**config.mk**
```make
export PLATFORM = sky130hd
export DESIGN_NAME = cfg_chain_loader
export DESIGN_NICKNAME = d
export VERILOG_FILES = /design/src/rtl/cfg_chain_loader.sv
export SDC_FILE = /design/constraint.sdc
export NUM_CORES = 1
export LEC_CHECK = 0
export ABC_AREA = 1
export CAP_MARGIN = 10
export CORE_AREA = 2 2 64 72
export DETAILED_ROUTE_END_ITERATION = 10
export DIE_AREA = 0 0 66 74
export PLACE_DENSITY = 0.73
export SYNTH_ARGS = -nofsm -noshare
export SYNTH_HDL_FRONTEND = slang
export SYNTH_SLANG_ARGS = --single-unit
```
**constraint.sdc**
```tcl
create_clock -name clk -period 1.2 [get_ports clk]
set_input_delay 0.24 -clock clk [delete_from_list [all_inputs] [get_ports clk]]
set_output_delay 0.24 -clock clk [all_outputs]
set_load 0.1 [all_outputs]
```
**src/rtl/cfg_chain_loader.sv**
```systemverilog
// -----------------------------------------------------------------------------
// cfg_chain_loader
//   Bitstream loader sitting directly in front of the connection-box/switch-box
//   configuration shift chains. Config words arrive on a valid/ready stream and
//   are serialised into two chains (A and B) that shift in parallel, one bit
//   pair per cycle. While a load is in progress the fabric is held in config
//   mode. After the last data word an XOR checksum word is compared, then a
//   one-cycle done pulse is issued and err reflects the checksum result.
//
// Parameters
//   WORD_W    : input word width, must be even; WORD_W/2 (A,B) pairs per word
//   CHAIN_LEN : bits per chain (A and B have equal length), >= 1
//
// Ports
//   clk        : clock
//   nrst       : asynchronous active-low reset
//   start      : begin a load (only looked at while idle)
//   abort      : cancel the load in progress, back to idle next cycle
//   in_data    : config word; bit 2k -> chain A, bit 2k+1 -> chain B, LSB pair first
//   in_valid   : in_data valid
//   in_ready   : loader accepts in_data this cycle
//   cfg_active : fabric config_en, high for the whole load session
//   shift_en   : fabric shift enable, high exactly on cycles a bit pair shifts
//   cfg_bit_a  : serial bit into chain A head
//   cfg_bit_b  : serial bit into chain B head
//   busy       : loader is not idle
//   done       : one-cycle pulse when a load completes (checksum good or bad)
//   err        : sticky checksum mismatch, cleared by the next accepted start
// -----------------------------------------------------------------------------
module cfg_chain_loader #(
    parameter int WORD_W    = 8,
    parameter int CHAIN_LEN = 40
) (
    input  logic              clk,
    input  logic              nrst,
    input  logic              start,
    input  logic              abort,
    input  logic [WORD_W-1:0] in_data,
    input  logic              in_valid,
    output logic              in_ready,
    output logic              cfg_active,
    output logic              shift_en,
    output logic              cfg_bit_a,
    output logic              cfg_bit_b,
    output logic              busy,
    output logic              done,
    output logic              err
);

    localparam int PAIRS  = WORD_W / 2;
    localparam int CNT_W  = $clog2(CHAIN_LEN + 1);
    localparam int PIDX_W = (PAIRS > 1) ? $clog2(PAIRS) : 1;

    localparam logic [CNT_W-1:0]  LAST_BIT  = CNT_W'(CHAIN_LEN - 1);
    localparam logic [PIDX_W-1:0] LAST_PAIR = PIDX_W'(PAIRS - 1);

    typedef enum logic [2:0] {
        S_IDLE,
        S_FETCH,
        S_SHIFT,
        S_CHECK,
        S_DONE
    } state_t;

    state_t              state;
    state_t              state_nx;

    logic [WORD_W-1:0]   shreg;     // word being serialised, LSB pair at [1:0]
    logic [WORD_W-1:0]   chk;       // running XOR of accepted data words
    logic [CNT_W-1:0]    bitcnt;    // pairs shifted so far in this load
    logic [PIDX_W-1:0]   pidx;      // pair index within the current word
    logic                err_q;

    logic                last_bit;
    logic                last_pair;
    logic                xfer;

    assign last_bit  = (bitcnt == LAST_BIT);
    assign last_pair = (pidx == LAST_PAIR);

    // A word only moves when the loader is ready and the load is not being
    // cancelled in the same cycle; abort wins over a coincident handshake.
    assign xfer = in_valid && in_ready && !abort;

    // -------------------------------------------------------------------------
    // State register
    // -------------------------------------------------------------------------
    always_ff @(posedge clk or negedge nrst) begin
        if (!nrst) begin
            state <= S_IDLE;
        end else begin
            state <= state_nx;
        end
    end

    // -------------------------------------------------------------------------
    // Next state and output decode. Every output is a function of the
    // registered state and shift register only, never of an input.
    // -------------------------------------------------------------------------
    always_comb begin
        state_nx   = state;
        in_ready   = 1'b0;
        cfg_active = 1'b0;
        shift_en   = 1'b0;
        cfg_bit_a  = 1'b0;
        cfg_bit_b  = 1'b0;
        busy       = 1'b1;
        done       = 1'b0;

        case (state)
            S_IDLE: begin
                busy = 1'b0;
                if (start) begin
                    state_nx = S_FETCH;
                end
            end

            S_FETCH: begin
                in_ready   = 1'b1;
                cfg_active = 1'b1;
                if (abort) begin
                    state_nx = S_IDLE;
                end else if (in_valid) begin
                    state_nx = S_SHIFT;
                end
            end

            S_SHIFT: begin
                cfg_active = 1'b1;
                shift_en   = 1'b1;
                cfg_bit_a  = shreg[0];
                cfg_bit_b  = shreg[1];
                // The pair presented this cycle shifts into the fabric even if
                // abort is raised now: the chain keeps whatever was shifted.
                if (abort) begin
                    state_nx = S_IDLE;
                end else if (last_bit) begin
                    // Chain full; any remaining pairs of this word are dropped.
                    state_nx = S_CHECK;
                end else if (last_pair) begin
                    state_nx = S_FETCH;
                end
            end

            S_CHECK: begin
                in_ready   = 1'b1;
                cfg_active = 1'b1;
                if (abort) begin
                    state_nx = S_IDLE;
                end else if (in_valid) begin
                    state_nx = S_DONE;
                end
            end

            S_DONE: begin
                done     = 1'b1;
                state_nx = S_IDLE;
            end

            default: begin
                state_nx = S_IDLE;
            end
        endcase
    end

    // -------------------------------------------------------------------------
    // Datapath: shift register, checksum, counters, sticky error
    // -------------------------------------------------------------------------
    always_ff @(posedge clk or negedge nrst) begin
        if (!nrst) begin
            shreg  <= '0;
            chk    <= '0;
            bitcnt <= '0;
            pidx   <= '0;
            err_q  <= 1'b0;
        end else begin
            case (state)
                S_IDLE: begin
                    if (start) begin
                        chk    <= '0;
                        bitcnt <= '0;
                        pidx   <= '0;
                        err_q  <= 1'b0;
                    end
                end

                S_FETCH: begin
                    if (xfer) begin
                        shreg <= in_data;
                        chk   <= chk ^ in_data;
                        pidx  <= '0;
                    end
                end

                S_SHIFT: begin
                    shreg  <= shreg >> 2;
                    bitcnt <= bitcnt + 1'b1;
                    pidx   <= pidx + 1'b1;
                end

                S_CHECK: begin
                    if (xfer) begin
                        err_q <= (in_data != chk);
                    end
                end

                default: begin
                end
            endcase
        end
    end

    assign err = err_q;

endmodule

```
==> flow_metrics.py, run 1 <==
metrics = {
    "cts": {
        "clkSlewWorstSetupHoldPaths_ns": 0.09,
        "htree_levels": 1,
        "clkSinkCount": 28,
        "root_buffer": "clkbuf_8",
        "cts_buffers": 3,
        "tritoncts": "built",
        "clk_latency_ns": 0.27,
        "postCtsHoldBufs": 0,
        "cts_buffer_depth": 2,
    },
    "critical_path": {
        "critPathTopFamily": "flip-flops",
        "cpPeakStageDelay_ns": 0.41,
        "worstSetupStartpointType": "register",
        "cp-end-kind": "output port",
        "crit_chain": "inv_4 -> buf_6 -> nor3_4 -> buf_12",
        "cp.arrival_ns": 1.28,
        "required_ns": 0.96,
        "crit_type": "register to output port",
        "crit_slowest_cell": "dfrtp_1",
        "critPathMaxFanout": 4,
        "path_buf_inv": 3,
    },
    "drt": {
        "dr.pass1.iters": 4,
        "drc_errors": 0,
        "wl_um": 4020,
        "drt-wirelength-per-cell_um": 12.1,
        "viasPerCell": 4.81,
        "via_count": 1597,
        "drtAntennaViolNets": 0,
        "drt_iter0_markers": 62,
    },
    "floorplan": {
        "die_w_um": 66,
        "coreArea_mm2": 0.00419,
        "die_h_um": 74,
        "num_rows": 25,
        "die_area_mm2": 0.00488,
        "io_pins": 21,
        "start_util_pct": 38.7,
    },
    "sta": {
        "drv_slew": 0,
        "final.min_clock_period_ns": 1.52,
        "rsz0062_at_grt": "true",
        "min_period_over_period_pct": 127,
        "setup_ws_ns": -0.320,
        "hold_viol": 0,
        "slew-limit-headroom_pct": 82.7,
        "fmax_ghz": 0.658,
        "worst_slew_pin_slew_ns": 0.258,
        "setup_tns_ns": -7.20,
        "fin_worst_skew_ns": 0.00280,
        "setup_viol": 35,
    },
    "power": {
        "ir_drop_mv": 0.848,
        "p_per_area_mw_per_mm2": 2350,
        "power.leakage_nw": 1.25,
    },
    "synthesis": {
        "synth.most_common_cell": "nand2_1",
        "synth_area_mm2": 0.00162,
        "seq_area_frac_synth_pct": 43.2,
        "synth_flop_cell": "dfrtp_1",
        "synth_top_area_cell": "dfrtp_1",
        "syn_inst": 217,
        "synthTopCellsByArea": "dfrtp_1 (43%), nand2_1 (16%), inv_1 (8.8%)",
        "synth_commonest_cells": "nand2_1 (67), inv_1 (38), dfrtp_1 (28)",
        "async_flop_share_pct": 100,
        "syn_nets": 232,
        "synth_area_per_cell_um2": 7.47,
        "synth_top_area_share_pct": 43.2,
        "ys_seq_elements": 28,
        "synth_edf_count": 0,
        "yosysUniqueCellTypes": 24,
        "yosys_warnings": 0,
    },
    "placed_design": {
        "gp_congestion": 0.797,
        "place_hpwl_um": 2650,
        "port_buffers": 20,
        "preCtsSetupSlack_ns": -0.207,
    },
    "worst_hold_path": {
        "worstHoldPathType": "input pin to async pin",
    },
    "final_layout": {
        "area_delta_synth_final_pct": 60.0,
        "finalNetCount": 294,
        "drive_gt1_share_pct": 36.7,
        "utilization_pct": 61.9,
        "fillCellCount": 349,
        "diodes": 0,
    },
    "global_routing": {
        "grt_pass1_wl_um": 6960,
        "grt_max_degree": 29,
        "overflow": 0,
        "antenna_found_initial": 0,
        "grt_util_all_layers_pct": 18.3,
        "grt_pass1_vias": 1639,
    },
    "status": {
        "violations": "setup timing",
        "status": "finished, violations left",
    },
    "job": {
        "drv_cap": 0,
    },
}
==> cell families (layout without fill, tap and decap cells) <==
group                    after synthesis  after routing  synth area share (%)
AO/OA/AOI/OAI                         30             30                  10.2
flip-flops                            28             28                  43.2
AND/OR/NAND/NOR                      111            114                  32.7
XOR/XNOR                               1              1                 0.541
adder cells (fa/ha/maj)                2              2                  1.54
buffers and inverters                 45            103                  11.8
==> layout make-up <==
cell class | count | area, um2 | share of cell area (%)
tap | 54 | 67.6 | 2.61
multi-input combinational | 147 | 953 | 36.8
clock buffer | 3 | 41.3 | 1.59
inverter | 39 | 156 | 6.03
clock inverter | 1 | 30.0 | 1.16
sequential | 28 | 704 | 27.2
timing repair buffer | 60 | 639 | 24.7
==> what timing repair did <==
| action | in CTS | in global routing |
|---|---|---|
| endpoints found under the setup margin | 32 | 35 |
| buffers inserted | 8 | 7 |
| cloned | 4 | 0 |
| resized for setup | 41 | 21 |
| pin swaps | 9 | 10 |
==> state kept, by name (all words and copies together) (netlist names) <==
register	flops
chk	8
shreg	8
bitcnt	6
state	3
pidx	2
err	1
==> layout by cell type, fill, tap and decap left out, types with 2 or more instances in the layout <==
cell type / count
clkinvlp_4: 2
nand4_1: 2
dfrtp_1: 25
o21ai_2: 5
dfrtp_2: 3
o21ai_0: 6
ha_1: 2
nand3_4: 5
clkdlybuf4s50_1: 12
clkbuf_8: 3
nand3_2: 7
o21ai_1: 15
nor2_4: 5
nor3_4: 2
o31ai_2: 2
buf_4: 25
nand2_8: 4
buf_12: 9
nand3_1: 6
inv_1: 33
buf_6: 13
nand2_2: 8
nand2_1: 59
nor3_1: 7
nor2_1: 6
inv_2: 3
==> worst reg2reg max path, cell delays in order, from the launching register on <==
cell     delay (ns)
dfrtp_2        0.47
buf_4          0.15
buf_6          0.12
nor2_4         0.10
nand3_4        0.22
buf_6          0.21
o22ai_2        0.13
==> final timing paths <==
check	slack, ns	cells past startpoint	to	startpoint
setup / recovery	-0.32	4	done	state[2]$_DFFE_PN0P_
hold / removal	0.31	2	chk[4]$_DFFE_PN0P_	nrst
setup reg to reg	-0.28	6	shreg[6]$_DFFE_PN0P_	state[1]$_DFFE_PN0P_
hold reg to reg	0.52	1	pidx[0]$_DFFE_PN0P_	pidx[0]$_DFFE_PN0P_
max in group asynchronous	0.72	2	state[1]$_DFFE_PN0P_	nrst
min in group clk	0.52	1	pidx[0]$_DFFE_PN0P_	pidx[0]$_DFFE_PN0P_
==> metrics by stage <==
stage	power, mW	std cells	area, um2	hold WS, ns
after floorplan	3.52	217	1700	-0.0556
after global placement	4.42	313	2210	0.497
after detailed placement	4.50	313	2210	0.506
after CTS	5.84	327	2500	0.323
after global routing	6.48	332	2590	0.330
final	6.09	332	2590	0.312
==> report_power, final <==
group	switching (mW)	leakage, nW	internal (mW)	total, mW
Clock	0.294	0.0357	0.446	0.740
Combinational	2.28	0.849	1.61	3.89
Sequential	0.196	0.366	1.26	1.45
==> per-layer routing <==
metal  GRT usage, %  part of all wire, %
met2           33.4                   54
met4           6.35                  1.3
met5              0                    0
met1           22.1                   42
met3           2.42                  2.7
Power figures use the tool's default switching activity.
==> inputs of run 2 (changes only) <==
--- a/config.mk
+++ b/config.mk
@@ -10,6 +10,7 @@
 export CORE_AREA = 2 2 64 72
 export DETAILED_ROUTE_END_ITERATION = 10
 export DIE_AREA = 0 0 66 74
+export HOLD_SLACK_MARGIN = 0.12
 export PLACE_DENSITY = 0.73
 export SYNTH_ARGS = -nofsm -noshare
 export SYNTH_HDL_FRONTEND = slang
==> results of run 2 <==
Same layout as run 1: the final DEF is identical, and so are final timing and power.
==> inputs of run 3 (changes only) <==
--- a/config.mk
+++ b/config.mk
@@ -12,6 +12,7 @@
 export DIE_AREA = 0 0 66 74
 export HOLD_SLACK_MARGIN = 0.12
 export PLACE_DENSITY = 0.73
+export SETUP_SLACK_MARGIN = 0.5
 export SYNTH_ARGS = -nofsm -noshare
 export SYNTH_HDL_FRONTEND = slang
 export SYNTH_SLANG_ARGS = --single-unit
==> flow_metrics.py, run 3 (synthesis results as in run 1) <==
metrics = {
    "global_routing": {
        "antenna_found_initial": 0,
        "grt_pass1_vias": 1670,
        "overflow": 0,
        "grt_pass1_wl_um": 7470,
        "grt_util_all_layers_pct": 19.7,
        "grt_max_degree": 29,
    },
    "final_layout": {
        "utilization_pct": 64.4,
        "fin_cells": 336,
        "diodes": 0,
        "multi_input_area_mm2": 0.00103,
        "drive_gt1_share_pct": 40.4,
        "final_cell_mix": "nand2_1 (54), inv_1 (34), buf_4 (28)",
        "finalNetCount": 298,
        "area_delta_synth_final_pct": 66.6,
        "reg.largest.list": "chk: 8 flops, shreg: 8 flops, bitcnt: 6 flops",
        "final-seq-area_um2": 707,
        "final_common_cell": "nand2_1",
        "fillCellCount": 339,
    },
    "status": {
        "status": "finished, violations left",
        "violations": "setup timing",
    },
    "drt": {
        "dr.pass1.iters": 4,
        "viasPerCell": 4.92,
        "drtAntennaViolNets": 0,
        "drt-wirelength-per-cell_um": 12.8,
        "drc_errors": 0,
        "drt_iter0_markers": 69,
        "wl_um": 4310,
        "via_count": 1654,
    },
    "sta": {
        "setup_viol": 35,
        "setup_ws_ns": -0.346,
        "final.min_clock_period_ns": 1.55,
        "rsz0062_at_grt": "true",
        "whs_ns": 0.300,
        "fin_worst_skew_ns": 0.00875,
        "fmax_ghz": 0.647,
        "min_period_over_period_pct": 129,
        "slew-limit-headroom_pct": 78.5,
        "hold_viol": 0,
        "worst_slew_pin_slew_ns": 0.319,
        "drv_slew": 0,
    },
    "placed_design": {
        "dp_cells": 311,
        "gp_congestion": 0.757,
        "port_buffers": 20,
        "place_hpwl_um": 2550,
    },
    "critical_path": {
        "worstSetupStartpointType": "register",
        "path_buf_inv": 3,
        "critPathTopFamily": "flip-flops",
        "cpPeakStageDelay_ns": 0.42,
        "crit_path_frequent_cell": "buf_12",
        "cp.arrival_ns": 1.31,
        "crit_type": "register to output port",
        "rr_worst_depth": 7,
        "crit_chain": "inv_4 -> buf_12 -> nor3_4 -> buf_12",
        "required_ns": 0.96,
        "reg2reg_slack_ns": -0.31,
        "worstReg2RegStart": "state[2]$_DFFE_PN0P_",
        "critPathMaxFanout": 4,
        "crit_slowest_cell": "dfrtp_1",
        "cp-end-kind": "output port",
        "r2r-end": "shreg[6]$_DFFE_PN0P_",
    },
    "worst_hold_path": {
        "worstHoldPathType": "input pin to async pin",
    },
    "cts": {
        "cts_buffer_depth": 2,
        "root_buffer": "clkbuf_8",
        "htree_levels": 1,
        "clk_latency_ns": 0.28,
        "clkSinkCount": 28,
        "postCtsHoldBufs": 0,
        "cts_buffers": 3,
        "clkSlewWorstSetupHoldPaths_ns": 0.10,
        "tritoncts": "built",
    },
    "floorplan": {
        "die_h_um": 74,
        "coreArea_mm2": 0.00419,
        "die_w_um": 66,
        "start_util_pct": 38.7,
        "io_pins": 21,
        "num_rows": 25,
        "die_area_mm2": 0.00488,
    },
    "power": {
        "p_per_area_mw_per_mm2": 2260,
        "power.leakage_nw": 1.30,
        "ir_drop_mv": 0.962,
    },
    "job": {
        "drv_cap": 0,
    },
}
==> run 3: changes by cell type in the layout (fill, tap and decap cells not counted), moves of 2 or more <==
cell	previous run	this run
nand3_2	7	5
buf_4	25	28
o21ai_1	15	12
inv_2	3	1
nand2_4	1	5
o21ai_2	5	9
o31ai_2	2	0
nand2_1	59	54
nand3_4	5	7
==> run 3: power breakdown <==
group          switching [mW]  internal, mW  leakage, nW
Sequential              0.207          1.26        0.365
Combinational            2.41          1.62        0.910
Clock                   0.307         0.294       0.0288
Total                    2.93          3.17         1.30
==> run 3: stage by stage <==
| stage | TNS [ns] | area [um2] | power (mW) | setup slack, ns |
|---|---|---|---|---|
| 2_1_floorplan | -4.62 | 1710 | 3.55 | -0.386 |
| 3_3_place_gp | -4.00 | 2190 | 4.42 | -0.223 |
| 3_5_place_dp | -4.70 | 2190 | 4.50 | -0.275 |
| 4_1_cts | -6.96 | 2470 | 5.59 | -0.347 |
| 5_1_grt | -10.46 | 2700 | 6.49 | -0.370 |
| 6_report | -8.74 | 2700 | 6.10 | -0.346 |
==> run 3: cell type report <==
cell class	instances	share of cell area [%]
Clock buffer	4	2.04
Tap cell	54	2.50
Timing Repair Buffer	63	25.1
Sequential cell	28	26.2
Inverter	39	5.89
Multi-Input combinational cell	148	38.3
==> run 3: how the worst max path moves through the flow <==
stage,start,endpoint,cells after the start
global route,state[2]$_DFFE_PN0P_,done,4
CTS,state[0]$_DFFE_PN0P_,done,3
finish,state[2]$_DFFE_PN0P_,done,4
global placement,abort,err$_DFFE_PN0P_,7
detailed placement,abort,err$_DFFE_PN0P_,7
floorplan,state[1]$_DFFE_PN0P_,done,2
==> run 3: what timing repair did <==
item / CTS / global route
gates resized for setup: 26 / 51
cloned: 3 / 1
pin swaps: 6 / 11
setup buffers: 10 / 7
endpoints found under the setup margin: 36 / 36
endpoints found under the hold margin: 0 / 0
==> run 3: worst register-to-register path, stage by stage, from the launching register on <==
cell and delay (ns):
dfrtp_1 0.43, inv_4 0.11, buf_6 0.13, nand2_8 0.06
nor2_4 0.13, nand3_4 0.22, buf_6 0.22, o22ai_2 0.13
==> run 3: per-layer routing <==
layer  vias to the layer above  part of all wire (%)  track usage, %
met5                         -                     0               0
met4                         0                   3.3            7.03
met3                        11                   2.6            2.12
met2                        24                    53            35.8
met1                       799                    41            24.5
li1                        820                     -               -
